<file path="config.mk">
export PLATFORM = sky130hd
export DESIGN_NAME = casi_set_ctrl
export DESIGN_NICKNAME = d
export VERILOG_FILES = /design/src/rtl/casi_set_ctrl.sv
export SDC_FILE = /design/constraint.sdc
export NUM_CORES = 1
export LEC_CHECK = 0
export CORE_MARGIN = 1
export CORE_UTILIZATION = 59
export CTS_CLUSTER_DIAMETER = 120
export DETAILED_ROUTE_END_ITERATION = 8
export PLACE_DENSITY = 0.8
export SYNTH_ARGS = -nofsm -noshare
export SYNTH_HDL_FRONTEND = slang
export SYNTH_SLANG_ARGS = --single-unit
</file>
<file path="constraint.sdc">
create_clock -name clk -period 2.45 [get_ports clk]
set_clock_uncertainty 0.1 [all_clocks]
set_input_delay 0.245 -clock clk [delete_from_list [all_inputs] [get_ports clk]]
set_output_delay 0.245 -clock clk [all_outputs]
set_load 0.05 [all_outputs]
</file>
<file path="src/rtl/casi_set_ctrl.sv">
// Time-setting controller for the 4-digit clock: button debounce, hour/minute edit FSM,
// blink mask and load strobe. Define AUTO_REPEAT_EN to enable INC auto-repeat while held.
module casi_set_ctrl #(
    parameter int DEB_CYCLES     = 1000000,
    parameter int BLINK_CYCLES   = 12500000,
    parameter int TIMEOUT_CYCLES = 1500000000,
    parameter int REPEAT_DLY     = 25000000,
    parameter int REPEAT_PER     = 7500000
) (
    input  logic       clk,
    input  logic       rst_n,
    input  logic       btn_mode_n,
    input  logic       btn_inc_n,
    input  logic [3:0] cur_min_u,
    input  logic [3:0] cur_min_t,
    input  logic [3:0] cur_hr_u,
    input  logic [3:0] cur_hr_t,
    output logic [3:0] set_min_u,
    output logic [3:0] set_min_t,
    output logic [3:0] set_hr_u,
    output logic [3:0] set_hr_t,
    output logic       load,
    output logic       sec_clr,
    output logic [3:0] digit_blank,
    output logic [1:0] mode
);

    localparam int DEB_W = (DEB_CYCLES > 1) ? $clog2(DEB_CYCLES) : 1;
    localparam int BLK_W = (BLINK_CYCLES > 1) ? $clog2(BLINK_CYCLES) : 1;
    localparam logic [DEB_W-1:0] DEB_LAST = DEB_W'(DEB_CYCLES - 1);
    localparam logic [BLK_W-1:0] BLK_LAST = BLK_W'(BLINK_CYCLES - 1);
    localparam logic [30:0]      TO_LAST  = 31'(TIMEOUT_CYCLES - 1);

    // Elaboration-time sanity check on the timing parameters.
    if (DEB_CYCLES < 1 || BLINK_CYCLES < 1 || TIMEOUT_CYCLES < 1 ||
        REPEAT_DLY < 1 || REPEAT_PER < 1) begin : g_param_check
        $error("casi_set_ctrl: all cycle parameters must be >= 1");
    end

    typedef enum logic [1:0] {
        ST_RUN     = 2'd0,
        ST_SET_HR  = 2'd1,
        ST_SET_MIN = 2'd2,
        ST_COMMIT  = 2'd3
    } state_t;

    state_t state_reg, state_next;

    logic [1:0] btn_raw;
    logic [1:0] press_ev;
    logic       mode_ev, inc_press, inc_ev, any_ev, editing, timeout_hit;
    logic       hr_step, min_step;

    assign btn_raw = {btn_inc_n, btn_mode_n};

    // Per button: 2-flop synchronizer, stability counter, press-edge detector.
    for (genvar gi = 0; gi < 2; gi++) begin : g_btn
        logic             sync1_reg, sync2_reg, deb_reg, deb_d_reg;
        logic [DEB_W-1:0] cnt_reg;

        always_ff @(posedge clk or negedge rst_n) begin
            if (!rst_n) begin
                sync1_reg <= 1'b1;
                sync2_reg <= 1'b1;
                deb_reg   <= 1'b1;
                deb_d_reg <= 1'b1;
                cnt_reg   <= '0;
            end else begin
                sync1_reg <= btn_raw[gi];
                sync2_reg <= sync1_reg;
                deb_d_reg <= deb_reg;
                if (sync2_reg == deb_reg) begin
                    cnt_reg <= '0;
                end else if (cnt_reg == DEB_LAST) begin
                    deb_reg <= sync2_reg;
                    cnt_reg <= '0;
                end else begin
                    cnt_reg <= cnt_reg + 1'b1;
                end
            end
        end

        assign press_ev[gi] = deb_d_reg & ~deb_reg;
    end

    assign mode_ev   = press_ev[0];
    assign inc_press = press_ev[1];
    assign editing   = (state_reg == ST_SET_HR) || (state_reg == ST_SET_MIN);

`ifdef AUTO_REPEAT_EN
    localparam int REP_MAX = (REPEAT_DLY > REPEAT_PER) ? REPEAT_DLY : REPEAT_PER;
    localparam int REP_W   = $clog2(REP_MAX + 1);
    localparam logic [REP_W-1:0] REP_FIRST = REP_W'(REPEAT_DLY);
    localparam logic [REP_W-1:0] REP_NEXT  = REP_W'(REPEAT_PER);

    logic             rep_arm_reg, rep_first_reg, rep_fire, inc_released;
    logic [REP_W-1:0] rep_cnt_reg;

    assign inc_released = g_btn[1].deb_reg;
    assign rep_fire = rep_arm_reg &&
                      (rep_cnt_reg == (rep_first_reg ? REP_FIRST : REP_NEXT));

    // rep_cnt_reg counts cycles since the last real or synthetic increment.
    always_ff @(posedge clk or negedge rst_n) begin
        if (!rst_n) begin
            rep_arm_reg   <= 1'b0;
            rep_first_reg <= 1'b0;
            rep_cnt_reg   <= '0;
        end else if (editing && inc_press && !mode_ev) begin
            rep_arm_reg   <= 1'b1;
            rep_first_reg <= 1'b1;
            rep_cnt_reg   <= REP_W'(1);
        end else if (!editing || mode_ev || inc_released || state_next != state_reg) begin
            rep_arm_reg   <= 1'b0;
            rep_first_reg <= 1'b0;
            rep_cnt_reg   <= '0;
        end else if (rep_fire) begin
            rep_first_reg <= 1'b0;
            rep_cnt_reg   <= REP_W'(1);
        end else if (rep_arm_reg) begin
            rep_cnt_reg   <= rep_cnt_reg + 1'b1;
        end
    end

    assign inc_ev = inc_press | rep_fire;
`else
    assign inc_ev = inc_press;
`endif

    assign any_ev   = mode_ev | inc_ev;
    assign hr_step  = (state_reg == ST_SET_HR)  && inc_ev && !mode_ev;
    assign min_step = (state_reg == ST_SET_MIN) && inc_ev && !mode_ev;

    logic [30:0]      to_cnt_reg;
    logic [BLK_W-1:0] blk_cnt_reg;
    logic             blk_phase_reg;

    assign timeout_hit = (to_cnt_reg == TO_LAST) && !any_ev;

    always_ff @(posedge clk or negedge rst_n) begin
        if (!rst_n) state_reg <= ST_RUN;
        else        state_reg <= state_next;
    end

    always_comb begin
        state_next = state_reg;
        case (state_reg)
            ST_RUN:     if (mode_ev) state_next = ST_SET_HR;
            ST_SET_HR:  if (mode_ev) state_next = ST_SET_MIN;
                        else if (timeout_hit) state_next = ST_RUN;
            ST_SET_MIN: if (mode_ev) state_next = ST_COMMIT;
                        else if (timeout_hit) state_next = ST_RUN;
            default:    state_next = ST_RUN;
        endcase
    end

    always_comb begin
        mode        = state_reg;
        load        = (state_reg == ST_COMMIT);
        sec_clr     = (state_reg == ST_COMMIT);
        digit_blank = 4'b0000;
        if (blk_phase_reg) begin
            if (state_reg == ST_SET_HR)  digit_blank = 4'b1100;
            if (state_reg == ST_SET_MIN) digit_blank = 4'b0011;
        end
    end

    // Idle timeout and blink phase only run while editing; both restart on entry.
    always_ff @(posedge clk or negedge rst_n) begin
        if (!rst_n) begin
            to_cnt_reg    <= '0;
            blk_cnt_reg   <= '0;
            blk_phase_reg <= 1'b0;
        end else begin
            if (!editing || any_ev) to_cnt_reg <= '0;
            else                    to_cnt_reg <= to_cnt_reg + 1'b1;

            if (!editing || inc_ev) begin
                blk_cnt_reg   <= '0;
                blk_phase_reg <= 1'b0;
            end else if (blk_cnt_reg == BLK_LAST) begin
                blk_cnt_reg   <= '0;
                blk_phase_reg <= ~blk_phase_reg;
            end else begin
                blk_cnt_reg   <= blk_cnt_reg + 1'b1;
            end
        end
    end

    logic [3:0] hr_t_reg, hr_u_reg, min_t_reg, min_u_reg;
    logic [3:0] hr_t_next, hr_u_next, min_t_next, min_u_next;
    logic       hr_valid, min_valid;

    // BCD increment; anything out of range or at the top wraps to 00.
    always_comb begin
        hr_valid   = (hr_t_reg < 4'd2 && hr_u_reg <= 4'd9) || (hr_t_reg == 4'd2 && hr_u_reg <= 4'd3);
        min_valid  = (min_t_reg <= 4'd5) && (min_u_reg <= 4'd9);
        hr_t_next  = hr_t_reg;
        hr_u_next  = hr_u_reg + 4'd1;
        min_t_next = min_t_reg;
        min_u_next = min_u_reg + 4'd1;
        if (!hr_valid || (hr_t_reg == 4'd2 && hr_u_reg == 4'd3)) begin
            hr_t_next = 4'd0;
            hr_u_next = 4'd0;
        end else if (hr_u_reg == 4'd9) begin
            hr_t_next = hr_t_reg + 4'd1;
            hr_u_next = 4'd0;
        end
        if (!min_valid || (min_t_reg == 4'd5 && min_u_reg == 4'd9)) begin
            min_t_next = 4'd0;
            min_u_next = 4'd0;
        end else if (min_u_reg == 4'd9) begin
            min_t_next = min_t_reg + 4'd1;
            min_u_next = 4'd0;
        end
    end

    always_ff @(posedge clk or negedge rst_n) begin
        if (!rst_n) begin
            hr_t_reg  <= '0;
            hr_u_reg  <= '0;
            min_t_reg <= '0;
            min_u_reg <= '0;
        end else if (state_reg == ST_RUN && mode_ev) begin
            hr_t_reg  <= cur_hr_t;
            hr_u_reg  <= cur_hr_u;
            min_t_reg <= cur_min_t;
            min_u_reg <= cur_min_u;
        end else begin
            if (hr_step) begin
                hr_t_reg <= hr_t_next;
                hr_u_reg <= hr_u_next;
            end
            if (min_step) begin
                min_t_reg <= min_t_next;
                min_u_reg <= min_u_next;
            end
        end
    end

    assign set_hr_t  = hr_t_reg;
    assign set_hr_u  = hr_u_reg;
    assign set_min_t = min_t_reg;
    assign set_min_u = min_u_reg;

endmodule

</file>
==> flow_metrics.env <==
export IMPL_grt_pass1_vias=4802
export IMPL_syn_area_sq_um=6190
export IMPL_antenna_found_initial=0
export IMPL_power_density_nw_per_um2=656
export IMPL_final_setup_tns_ps=0
export IMPL_path_clk_slew_ps=60
export IMPL_clockBufferDepth=2
export IMPL_reg2reg_depth=8
export IMPL_wl_um=12500
export IMPL_layout_commonest_cell="dfrtp_1"
export IMPL_cts_tree="yes"
export IMPL_rsz0062_at_grt="true"
export IMPL_p_int_uw=3910
export IMPL_ys_ff_latch=122
export IMPL_place_area_sq_um=6780
export IMPL_cts_root_buf="clkbuf_8"
export IMPL_post_place_ws_ps=282
export IMPL_most_common_layout_cells="dfrtp_1, nor2_1, xor2_1"
export IMPL_max_freq_ghz=0.422
export IMPL_finalSetupViolations=0
export IMPL_wl_met1_um=5250
export IMPL_clockPowerShare=0.559
export IMPL_drcViolationCount=0
export IMPL_drt_pass1_iter_count=4
export IMPL_holdCritPathClass="input pin to register"
export IMPL_io_pins=44
export IMPL_die_width_um=104
export IMPL_antenna_diode_count=0
export IMPL_hpwl_um=8390
export IMPL_yosysUniqueCellTypes=60
export IMPL_die_h_um=104
export IMPL_worst_slew_pin_slew_ps=612
export IMPL_row_count=37
export IMPL_cts_buffers=17
export IMPL_fin_nets=715
export IMPL_p_switching_uw=967
export IMPL_overflow=0
export IMPL_area_growth_pct=20.1
export IMPL_ys_warn_count=0
export IMPL_drv_slew=0
export IMPL_syn_num_nets=659
export IMPL_wl_met3_um=407
export IMPL_synthArstFlopShare=1.00
export IMPL_vias=4771
export IMPL_ff2ff_setup_slack_ps=210
export IMPL_gp_congestion=0.802
export IMPL_initial_core_util=0.605
export IMPL_htreeDepth=4
export IMPL_stdcell_area_sq_um=7440
export IMPL_min_period_ps=2370
export IMPL_switching_share=0.198
export IMPL_vias_per_cell=5.74
export IMPL_status="finished, final reports clean"
export IMPL_synth_edff_count=0
export IMPL_top_layer="met4"
export IMPL_clock_latency_ps=520
export IMPL_wl_per_cell_um=15.0
export IMPL_slew_headroom=0.588
export IMPL_cts_sinks=122
export IMPL_cp_data_arrival_time_ps=2020
export IMPL_leakagePower_uw=0.00303
export IMPL_syn_area_per_cell_sq_um=9.89
export IMPL_grt_pass1_wl_um=21500
export IMPL_coreArea_sq_um=10200
export IMPL_largest_reg_flops=40
export IMPL_startpoint_type="register"
export IMPL_peakVddDrop_mv=0.581
export IMPL_drive_gt1_frac=0.111
export IMPL_maxCapViolCount=0
export IMPL_worst_setup_path_type="register to output pin"
export IMPL_hold_violations=0
export IMPL_endpoint_kind="output pin"
export IMPL_dieArea_sq_um=10900
export IMPL_period_share=0.967
export IMPL_grt_usage=0.249
export IMPL_portBuffers=43
export IMPL_min_path_cells=1
export IMPL_wl_met2_um=6480
export IMPL_required_ps=2110
export IMPL_drtIter0Drc=245
export IMPL_power_frac_seq=0.419
export IMPL_yosysSeqAreaShare=0.495
export IMPL_ys_flop_type="dfrtp_1"
export IMPL_antenna_left=0
export IMPL_grt_max_degree=45
export IMPL_worst_slack_ps=80.6
export IMPL_power_frac_comb=0.022
export IMPL_critPathMaxFanout=5
export IMPL_synthCells=626
[power by group through the flow]
| stage | combinational [uW] | clock, uW | sequential (uW) |
|---|---|---|---|
| floorplan | 28.3 | 0 | 2070 |
| global placement | 106 | 0 | 2080 |
| detailed placement | 109 | 0 | 2080 |
| CTS | 111 | 2760 | 2040 |
| global route | 124 | 2850 | 2040 |
| finish | 107 | 2730 | 2040 |
[kinds of logic (layout without fill, tap and decap cells)]
family                   Yosys count  in the layout  synth area share
AO/OA/AOI/OAI                     54             54            0.0568
XOR/XNOR                          86             86             0.122
adder cells (fa/ha/maj)           13             13            0.0263
buffers and inverters             31            100            0.0261
flip-flops                       122            122             0.495
multiplexers                       4              4           0.00728
AND/OR/NAND/NOR                  316            316             0.267
[per-stage QoR]
step	util	instances	hold WS (ps)	total power, uW
global route	0.727	831	15.8	5020
finish	0.727	831	28.6	4880
floorplan	-	626	-151	2100
detailed placement	0.662	798	176	2190
global placement	0.662	798	172	2180
CTS	0.727	831	12.5	4910
[worst max-delay path, cell delays in order, from the launching register on]
cell and delay [ps]:
dfrtp_1 420, inv_1 120, ha_1 260, and2_1 170, dlygate4sd2_1 530
[worst paths after layout]
kind / start / to
hold reg to reg: g_btn[1].sync1_reg / g_btn[1].sync2_reg
max in group asynchronous: rst_n / g_btn[1].deb_d_reg
hold / removal: btn_mode_n / g_btn[0].sync1_reg
setup reg to reg: mode[0] / set_min_t[0]
setup / recovery: mode[1] / digit_blank[2]
min in group asynchronous: rst_n / blk_cnt_reg[21]
[cells in the mapped netlist, types with 3 or more instances]
cell type    n  area [sq um]
inv_1       14          52.6
a21oi_1     11          55.1
nor3_1      13          65.1
buf_2        3          15.0
clkbuf_1     4          15.0
nand4_1     25           156
xor2_1      56           490
dfrtp_1    114          2850
and4_1      10          87.6
or3_1        7          43.8
xnor2_1     30           263
and3_1      12          75.1
nor3_2       4          40.0
ha_1        13           163
nor4_1       4          25.0
nor4b_1      3          26.3
nor3b_1      4          30.0
o21a_1       4          30.0
mux2_2       4          45.0
and2_1       5          31.3
buf_4        7          52.6
nand3_1     39           195
a221o_1      3          30.0
nand2_1     54           203
or2_2        3          18.8
o21ai_0     19          95.1
nor2_1     110           413
dfstp_2      8           210
[routing by layer]
layer  track usage  up-vias
li1              -     2287
met1         0.283     2376
met2         0.430       80
met3        0.0714       28
met4         0.121        0
met5             0        -
[final cells by class]
cell class | instances | area [sq um]
Fill cell | 687 | 2800
Inverter | 14 | 52.6
Timing Repair Buffer | 54 | 533
Sequential cell | 122 | 3060
Tap cell | 136 | 170
Multi-Input combinational cell | 473 | 2970
Clock buffer | 21 | 459
Clock inverter | 11 | 191
[timing repair]
| item | CTS | global route |
|---|---|---|
| setup buffers | 0 | 0 |
| hold buffers | 1 | 0 |
| endpoints found under the hold margin | 41 | 0 |
| gates resized for setup | 3 | 1 |
| setup endpoints to repair | 3 | 3 |
No activity file was read; power rests on OpenSTA's default activity.
